<file path="config.mk">
export PLATFORM = sky130hd
export DESIGN_NAME = shift_left_seq_flat
export DESIGN_NICKNAME = d
export VERILOG_FILES = /design/src/rtl/shift_left_seq_if.sv /design/src/rtl/shift_left_seq.sv /design/src/flat_wrapper.sv
export SDC_FILE = /design/constraint.sdc
export NUM_CORES = 1
export LEC_CHECK = 0
export BUFFER_PORTS_ARGS = -buffer_cell sky130_fd_sc_hd__buf_4
export CORE_UTILIZATION = 57
export DETAILED_ROUTE_END_ITERATION = 8
export GPL_TIMING_DRIVEN = 0
export PLACE_DENSITY_LB_ADDON = 0.25
export SLEW_MARGIN = 25
export SYNTH_ARGS = -nofsm -noshare
export SYNTH_HDL_FRONTEND = slang
export SYNTH_SLANG_ARGS = --single-unit
</file>
<file path="constraint.sdc">
create_clock -name clk -period 5.1 [get_ports clk]
set_clock_uncertainty 0.1 [all_clocks]
set_input_delay 0.255 -clock clk [delete_from_list [all_inputs] [get_ports clk]]
set_output_delay 0.255 -clock clk [all_outputs]
set_load 0.005 [all_outputs]
</file>
<file path="src/rtl/shift_left_seq_if.sv">
//==============================================================================
// Module      : shift_left_seq_if
// Description : Start/busy/done handshake bundle for the sequential left shifter.
// Revision    : 1.0 - initial release
//==============================================================================
`default_nettype none

interface shift_left_seq_if #(
  parameter int WIDTH = 32,
  parameter int SHW   = 5
);
  logic             start;
  logic [WIDTH-1:0] input_a;
  logic [SHW-1:0]   shamt;
  logic             rot;
  logic             busy;
  logic             done;
  logic [WIDTH-1:0] shift_result;

  modport master (
    output start, input_a, shamt, rot,
    input  busy, done, shift_result
  );

  modport slave (
    input  start, input_a, shamt, rot,
    output busy, done, shift_result
  );
endinterface

`default_nettype wire

</file>
<file path="src/rtl/shift_left_seq.sv">
//==============================================================================
// Module      : shift_left_seq
// Description : Multi-cycle logical shift-left, one bit per clock (sll/sllv).
//               Define SHIFT_LEFT_SEQ_ROTATE_EN to enable rotate-left via rot.
// Revision    : 1.0 - initial release
//==============================================================================
`default_nettype none

module shift_left_seq #(
  parameter int WIDTH = 32,
  parameter int SHW   = 5
) (
  input  wire logic       clk,
  input  wire logic       reset,
  shift_left_seq_if.slave bus
);

  localparam logic [1:0] ST_IDLE  = 2'd0;
  localparam logic [1:0] ST_SHIFT = 2'd1;
  localparam logic [1:0] ST_DONE  = 2'd2;

  localparam logic [SHW-1:0] C_COUNT_ONE = SHW'(1);

  logic [1:0]       r_state;
  logic [1:0]       w_next_state;
  logic [WIDTH-1:0] r_data;
  logic [SHW-1:0]   r_count;
  logic             r_rot;
  logic [WIDTH-1:0] r_result;
  logic             w_fill;
  logic             w_busy;
  logic             w_done;
  logic             w_accept;
  logic             w_last;

  assign w_accept = (r_state == ST_IDLE) && bus.start;
  assign w_last   = (r_state == ST_SHIFT) && (r_count == '0);

`ifdef SHIFT_LEFT_SEQ_ROTATE_EN
  assign w_fill = r_rot & r_data[WIDTH-1];
`else
  // Rotate disabled: the latched mode bit is masked so fill stays zero.
  assign w_fill = r_rot & 1'b0;
`endif

  // State register
  always_ff @(posedge clk) begin
    if (reset) begin
      r_state <= ST_IDLE;
    end else begin
      r_state <= w_next_state;
    end
  end

  // Next-state logic
  always_comb begin
    w_next_state = r_state;
    case (r_state)
      ST_IDLE: begin
        if (bus.start) begin
          w_next_state = ST_SHIFT;
        end
      end
      ST_SHIFT: begin
        if (r_count == '0) begin
          w_next_state = ST_DONE;
        end
      end
      ST_DONE: begin
        w_next_state = ST_IDLE;
      end
      default: begin
        w_next_state = ST_IDLE;
      end
    endcase
  end

  // Output decode
  always_comb begin
    w_busy = 1'b0;
    w_done = 1'b0;
    case (r_state)
      ST_SHIFT: w_busy = 1'b1;
      ST_DONE:  w_done = 1'b1;
      default: begin
        w_busy = 1'b0;
        w_done = 1'b0;
      end
    endcase
  end

  // Operand, count and mode capture plus the per-cycle shift step
  always_ff @(posedge clk) begin
    if (reset) begin
      r_data  <= '0;
      r_count <= '0;
      r_rot   <= 1'b0;
    end else if (w_accept) begin
      r_data  <= bus.input_a;
      r_count <= bus.shamt;
      r_rot   <= bus.rot;
    end else if ((r_state == ST_SHIFT) && (r_count != '0)) begin
      r_data  <= {r_data[WIDTH-2:0], w_fill};
      r_count <= r_count - C_COUNT_ONE;
    end
  end

  // Result only moves on entry to DONE so it holds across idle periods.
  always_ff @(posedge clk) begin
    if (reset) begin
      r_result <= '0;
    end else if (w_last) begin
      r_result <= r_data;
    end
  end

  assign bus.busy         = w_busy;
  assign bus.done         = w_done;
  assign bus.shift_result = r_result;

endmodule

`default_nettype wire

</file>
<file path="src/flat_wrapper.sv">
// flat-port wrapper written by rule: the top's interface ports become plain ports
module shift_left_seq_flat 
#(
  parameter int WIDTH = 32,
  parameter int SHW   = 5
)
  (clk, reset, bus_start, bus_input_a, bus_shamt, bus_rot, bus_busy, bus_done, bus_shift_result);
  shift_left_seq_if #(.WIDTH(WIDTH), .SHW(SHW)) bus_i ();
  input  wire logic clk;
  input  wire logic reset;
  input wire logic [$bits(bus_i.start)-1:0] bus_start;
  input wire logic [$bits(bus_i.input_a)-1:0] bus_input_a;
  input wire logic [$bits(bus_i.shamt)-1:0] bus_shamt;
  input wire logic [$bits(bus_i.rot)-1:0] bus_rot;
  output wire logic [$bits(bus_i.busy)-1:0] bus_busy;
  output wire logic [$bits(bus_i.done)-1:0] bus_done;
  output wire logic [$bits(bus_i.shift_result)-1:0] bus_shift_result;
  assign bus_i.start = bus_start;
  assign bus_i.input_a = bus_input_a;
  assign bus_i.shamt = bus_shamt;
  assign bus_i.rot = bus_rot;
  assign bus_busy = bus_i.busy;
  assign bus_done = bus_i.done;
  assign bus_shift_result = bus_i.shift_result;
  shift_left_seq #(.WIDTH(WIDTH), .SHW(SHW)) u_core (.clk(clk), .reset(reset), .bus(bus_i));
endmodule
</file>
== After elaboration in Yosys (flattened, before gate mapping) ==
Index checks and enable logic that the tools add are counted.

* ROM bits: 0
* Output and inout bits: 34
* Flip-flop bits (word level): 71
* Bits in writable memories: 0
* Logic and storage cells: 26
* Latch bits: 0
* Input bits: 41
* Memories kept: 0

* Reduce and logical (&&, ||, !) cells: 8
* Magnitude comparators: 0
* Bitwise gates (word level): 0
* Multiply operators: 0
* Muxes and demuxes: 9
* Equality and inequality tests: 4
* Add/subtract/negate cells: 1
* Divide/modulo/power cells: 0
* Shifts and indexed selects: 0

{| class="wikitable"
|+ Operators by type and width
! operator !! number
|-
| two-way mux 32 bit || 2
|-
| two-way mux 5 bit || 2
|-
| zero test 5 bit || 1
|-
| nonzero test 5 bit || 1
|-
| subtractor 5 x 1 -> 5 bit (second input constant) || 1
|-
| two-way mux 2 bit || 2
|-
| one-hot mux 2 bit (2 select lines) || 1
|-
| logical AND 1 bit || 3
|-
| equality test 2 x 1 -> 1 bit (second input constant) || 1
|-
| equality test 2 bit (second input constant) || 1
|-
| zero test 2 bit || 1
|-
| two-way mux 1 bit || 2
|-
| != test 2 x 1 -> 1 bit (second input constant) || 1
|-
| != test 2 bit (second input constant) || 1
|-
| AND reduction 2 bit || 1
|-
| nonzero test 2 bit || 1
|}

== Longest topological paths before layout ==
* Depth after elaboration: 4
* Depth in mapped cells: 7
* Depth with buffers taken out: 5

== Least setup slack after synthesis ==
No wires, ideal clock.

* Path type: flip-flop to flip-flop
* Start point: register u_core.r_count[0]
* End point: register u_core.r_data[11]
* Data arrival time: 1,463 ps
* Buffers on the path: 2
* Path slack: 3,406 ps
* Clock period less this slack: 1,694 ps
* Required time: 4,869 ps
* Cell stages (with the launch flop): 8
* Library setup time: 131 ps
* Cell sequence: dfxtp_1 -> inv_1 -> ha_1 -> or4b_4 -> buf_6 -> buf_6 -> nand4_1 -> o211ai_1

* Longest elaborated chain between the ends: 3

{| class="wikitable"
|+ Ends and longest elaborated chain
! element !! line !! RTL
|-
| from (decl) || shift_left_seq.sv:27 || <nowiki>logic [SHW-1:0] r_count;</nowiki>
|-
| from (signal assigned) || shift_left_seq.sv:100 || <nowiki>r_count <= bus.shamt;</nowiki>
|-
| from (signal assigned) || shift_left_seq.sv:104 || <nowiki>r_count <= r_count - C_COUNT_ONE;</nowiki>
|-
| nonzero test 5 bit || shift_left_seq.sv:102 || <nowiki>end else if ((r_state == ST_SHIFT) && (r_count != '0)) begin</nowiki>
|-
| logical AND 1 bit || shift_left_seq.sv:102 ||
|-
| nonzero test 2 bit (no source line) || n/a ||
|-
| to (signal assigned) || shift_left_seq.sv:99 || <nowiki>r_data <= bus.input_a;</nowiki>
|-
| to (signal assigned) || shift_left_seq.sv:103 || <nowiki>r_data <= {r_data[WIDTH-2:0], w_fill};</nowiki>
|-
| to (decl) || shift_left_seq.sv:26 || <nowiki>logic [WIDTH-1:0] r_data;</nowiki>
|}

No other way between the ends.
A chain may end at the register's enable or synchronous reset.

== Worst setup path in the final report ==
* Start point: register u_core.r_state[0]
* End point: output port bus_busy

* Longest elaborated chain between the ends: 2

{| class="wikitable"
|+ Ends and longest elaborated chain
! element !! line !! RTL
|-
| from (decl) || shift_left_seq.sv:24 || <nowiki>logic [1:0] r_state;</nowiki>
|-
| from (signal assigned) || shift_left_seq.sv:51 || <nowiki>r_state <= w_next_state;</nowiki>
|-
| equality test 2 x 1 -> 1 bit || shift_left_seq.sv:82 || <nowiki>case (r_state)</nowiki>
|-
| two-way mux 1 bit || shift_left_seq.sv:82 ||
|-
| to (decl) || flat_wrapper.sv:15 || <nowiki>output wire logic [$bits(bus_i.busy)-1:0] bus_busy;</nowiki>
|}

No other way between the ends.

==> flow_summary.json <==
{
  "status": "complete, no violations",
  "arrival_ns": 1.77,
  "crit_slowest_cell": "dfxtp_1",
  "synth_fa_ha_area_share_pct": 0.394,
  "io_buffer_count": 72,
  "synth_warnings": 0,
  "ys_async_sr_fraction_pct": 0,
  "fin_ws_ns": 2.98,
  "fillCellCount": 403,
  "initial_core_util_pct": 60.6,
  "r2r_slack_ns": 3.03,
  "syn_nets": 420,
  "finalSetupViolCount": 0,
  "reg2reg_to": "u_core.bus.shift_result[2]$_SDFFE_PP0P_",
  "start_kind": "flop",
  "first_pass_iters": 5,
  "final_layout_size_suffix_gt1_share_pct": 24.4,
  "grt.total_usage_pct": 32.9,
  "ant_nets": 0,
  "irDropWorstVdd_mv": 0.217,
  "synth_ff_type": "dfxtp_1",
  "finish.utilization_pct": 77.3,
  "criticalPathCategory": "flop to output port",
  "finalCritPeriodShare_pct": 41.6,
  "fin_nets": 504,
  "wl_um": 9340,
  "grt_start_max_net_pins": 13,
  "synth_mux_area_share_pct": 0.315,
  "crit_required_ns": 4.74,
  "post-dp-hpwl_um": 6640,
  "max-slew-margin-rel_pct": 51.6,
  "grt_overflow": 0,
  "cts_buffer_depth": 2,
  "synthXorXnorAreaFrac_pct": 0,
  "globalplace.congestion": 0.919,
  "vias": 3294,
  "hold_path_depth": 3,
  "crit_buf_inv": 3,
  "tightest_slew_ns": 0.724,
  "antenna_cells": 0,
  "synth-simple-area-share_pct": 24.1,
  "synth_cells": 378,
  "ios": 75,
  "die_area_mm2": 0.00587,
  "cts-root-buf": "clkbuf_8",
  "report.final.slew_viol_count": 0,
  "clkLatencyLatePin_ns": 0.35,
  "grt_pass1_wl_um": 14900,
  "htree_levels": 3,
  "antenna_found_initial": 0,
  "drtIter0Drc": 270,
  "ys_seq_elements": 71,
  "syn_area_mm2": 0.00317,
  "hold_path_startpoint": "bus_shamt[2]",
  "crit_chain": "nand2b_1, inv_1, clkbuf_1, buf_4",
  "post_drt_wl_per_cell_um": 17.4,
  "hold_violations": 0,
  "ys_types": 35,
  "min_path_type": "input pin to flop",
  "r2r_cells": 7,
  "grt_pass1_vias": 2966,
  "via_per_inst": 6.13,
  "area_delta_synth_final_pct": 27.6,
  "die_h_um": 76.6,
  "synth-edff-count": 0,
  "cp_top_family": "buffers and inverters",
  "yosysSeqAreaShare_pct": 44.8,
  "dpl-instance-area_mm2": 0.00380,
  "fin_crit_ns": 2.12,
  "endpoint_kind": "output port",
  "hold_end": "u_core.r_count[2]$_SDFFE_PP0P_",
  "maxCapViolCount": 0,
  "rsz0062_at_grt": "false",
  "core-area_mm2": 0.00524,
  "leakagePower_uw": 0.00151,
  "cts_tree": "built",
  "postSynthAreaPerCell_um2": 8.39,
  "stdcell_area_mm2": 0.00405,
  "finalSetupTns_ns": 0,
  "p_per_area_mw_per_mm2": 365,
  "die_w_um": 76.6,
  "clkTransAtPathRegs_ns": 0.07,
  "drc": 0,
  "worst_r2r_startpoint": "u_core.r_count[0]$_SDFFE_PP0P_",
  "synth_compound_area_share_pct": 23.7,
  "cts_sinks": 71,
  "placementRows": 26,
  "cts_buffers": 9,
  "synth_top_family_by_area": "simple AND/OR/NAND/NOR gates",
  "post-place-ws_ns": 3.09,
  "max_freq_ghz": 0.472,
  "max_stage_delay_ns": 0.58,
  "path_max_fanout": 10
}
-- cell type report --
class | instances | area, µm² | area share, %
inverters | 4 | 15.0 | 0.371
well taps | 70 | 87.6 | 2.16
clock buffers | 11 | 131 | 3.24
multi-input cells | 263 | 1540 | 38.0
flip-flops and latches | 71 | 1420 | 35.1
plain buffers | 40 | 196 | 4.85
clock inverters | 5 | 106 | 2.63
repair buffers | 73 | 551 | 13.6
-- cells in the final DEF, fill, tap and decap left out, drive strengths merged, types with 2 or more instances in the layout --
cell | netlist | final
or3b | 3 | 3
nor2 | 3 | 3
nor4b | 2 | 2
nand4 | 17 | 17
buf | 22 | 94
nor3b | 2 | 2
clkbuf | 18 | 29
nand3 | 50 | 50
a21oi | 35 | 35
inv | 4 | 4
nand2 | 39 | 39
bufinv | 0 | 3
o21ai | 34 | 34
dfxtp | 71 | 71
o2111ai | 2 | 2
o211ai | 47 | 47
nor2b | 17 | 17
-- registers in the layout (all words and copies together), names as in the netlist --
name / count
u_core.bus.shift_result: 32
u_core.r_data: 32
u_core.r_count: 5
u_core.r_state: 2
-- Yosys cell counts (2+ instances only) --
cell        n  share of area [%]
o21ai_0    32                5.0
inv_1       4               0.47
or3b_1      3               0.83
buf_1       2               0.24
o2111ai_1   2               0.55
nor4b_4     2                1.5
dfxtp_1    71                 45
nor2_1      2               0.24
nand3_1    50                7.9
nand4_1    17                3.4
o21ai_1     2               0.32
nand2_1    38                4.5
a21oi_1    35                5.5
o211ai_1   47                 11
nor2b_1    17                3.4
clkbuf_1   18                2.1
buf_6       3                1.1
buf_2      16                2.5
-- routing by layer --
layer | wire length, µm | GRT usage [%] | vias to the layer above
met5 | 0 | 0 | -
met4 | 166 | 11.9 | 0
met3 | 855 | 5.99 | 23
met2 | 4200 | 51.0 | 195
met1 | 4120 | 45.7 | 1517
li1 | - | - | 1559
-- report_power, final --
group          internal, µW  switching [µW]
Combinational           113             200
Clock                   326             215
Sequential              591            34.4
Total                  1030             449
-- stage by stage --
stage	total power, µW	std cells	hold slack (ns)
detailed placement	937	520	0.347
finish	1480	537	0.00837
floorplan	827	378	0.254
global route	1530	537	0.0202
CTS	1470	537	0.00495
global placement	931	520	0.342
-- kinds of logic (layout without fill, tap and decap cells) --
group,Yosys count,count (layout)
AOI/OAI and AO/OA,122,122
muxes,1,1
buffers and inverters,44,133
adders and majority gates,1,1
and+or+nand+nor,139,139
DFF,71,71
-- worst max-delay path by stage --
stage	slack [ns]	start	cells after the start	endpoint
after floorplan	3.41	u_core.r_count[0]$_SDFFE_PP0P_	7	u_core.r_data[11]$_SDFFE_PP0P_
after global placement	3.17	u_core.r_count[0]$_SDFFE_PP0P_	7	u_core.r_count[4]$_SDFFE_PP0P_
after detailed placement	3.09	u_core.r_count[0]$_SDFFE_PP0P_	6	u_core.bus.shift_result[23]$_SDFFE_PP0P_
after CTS	2.99	u_core.r_state[0]$_SDFFE_PP0P_	4	bus_busy
after global routing	2.88	u_core.r_count[0]$_SDFFE_PP0P_	7	u_core.bus.shift_result[2]$_SDFFE_PP0P_
final	2.98	u_core.r_state[0]$_SDFFE_PP0P_	4	bus_busy
-- tightest hold or removal path: cells and delay by family --
| kind | cells | cell delay [ns] |
|---|---|---|
| compound gates | 1 | 0.05 |
| buf+inv | 1 | 0.07 |
| simple gates | 1 | 0.04 |
-- timing repair --
action,CTS,global route
endpoints found under the hold margin,1,0
resized for setup,0,0
buffers inserted,0,0
hold buffers,1,0
No activity file was read; power rests on OpenSTA's default activity.
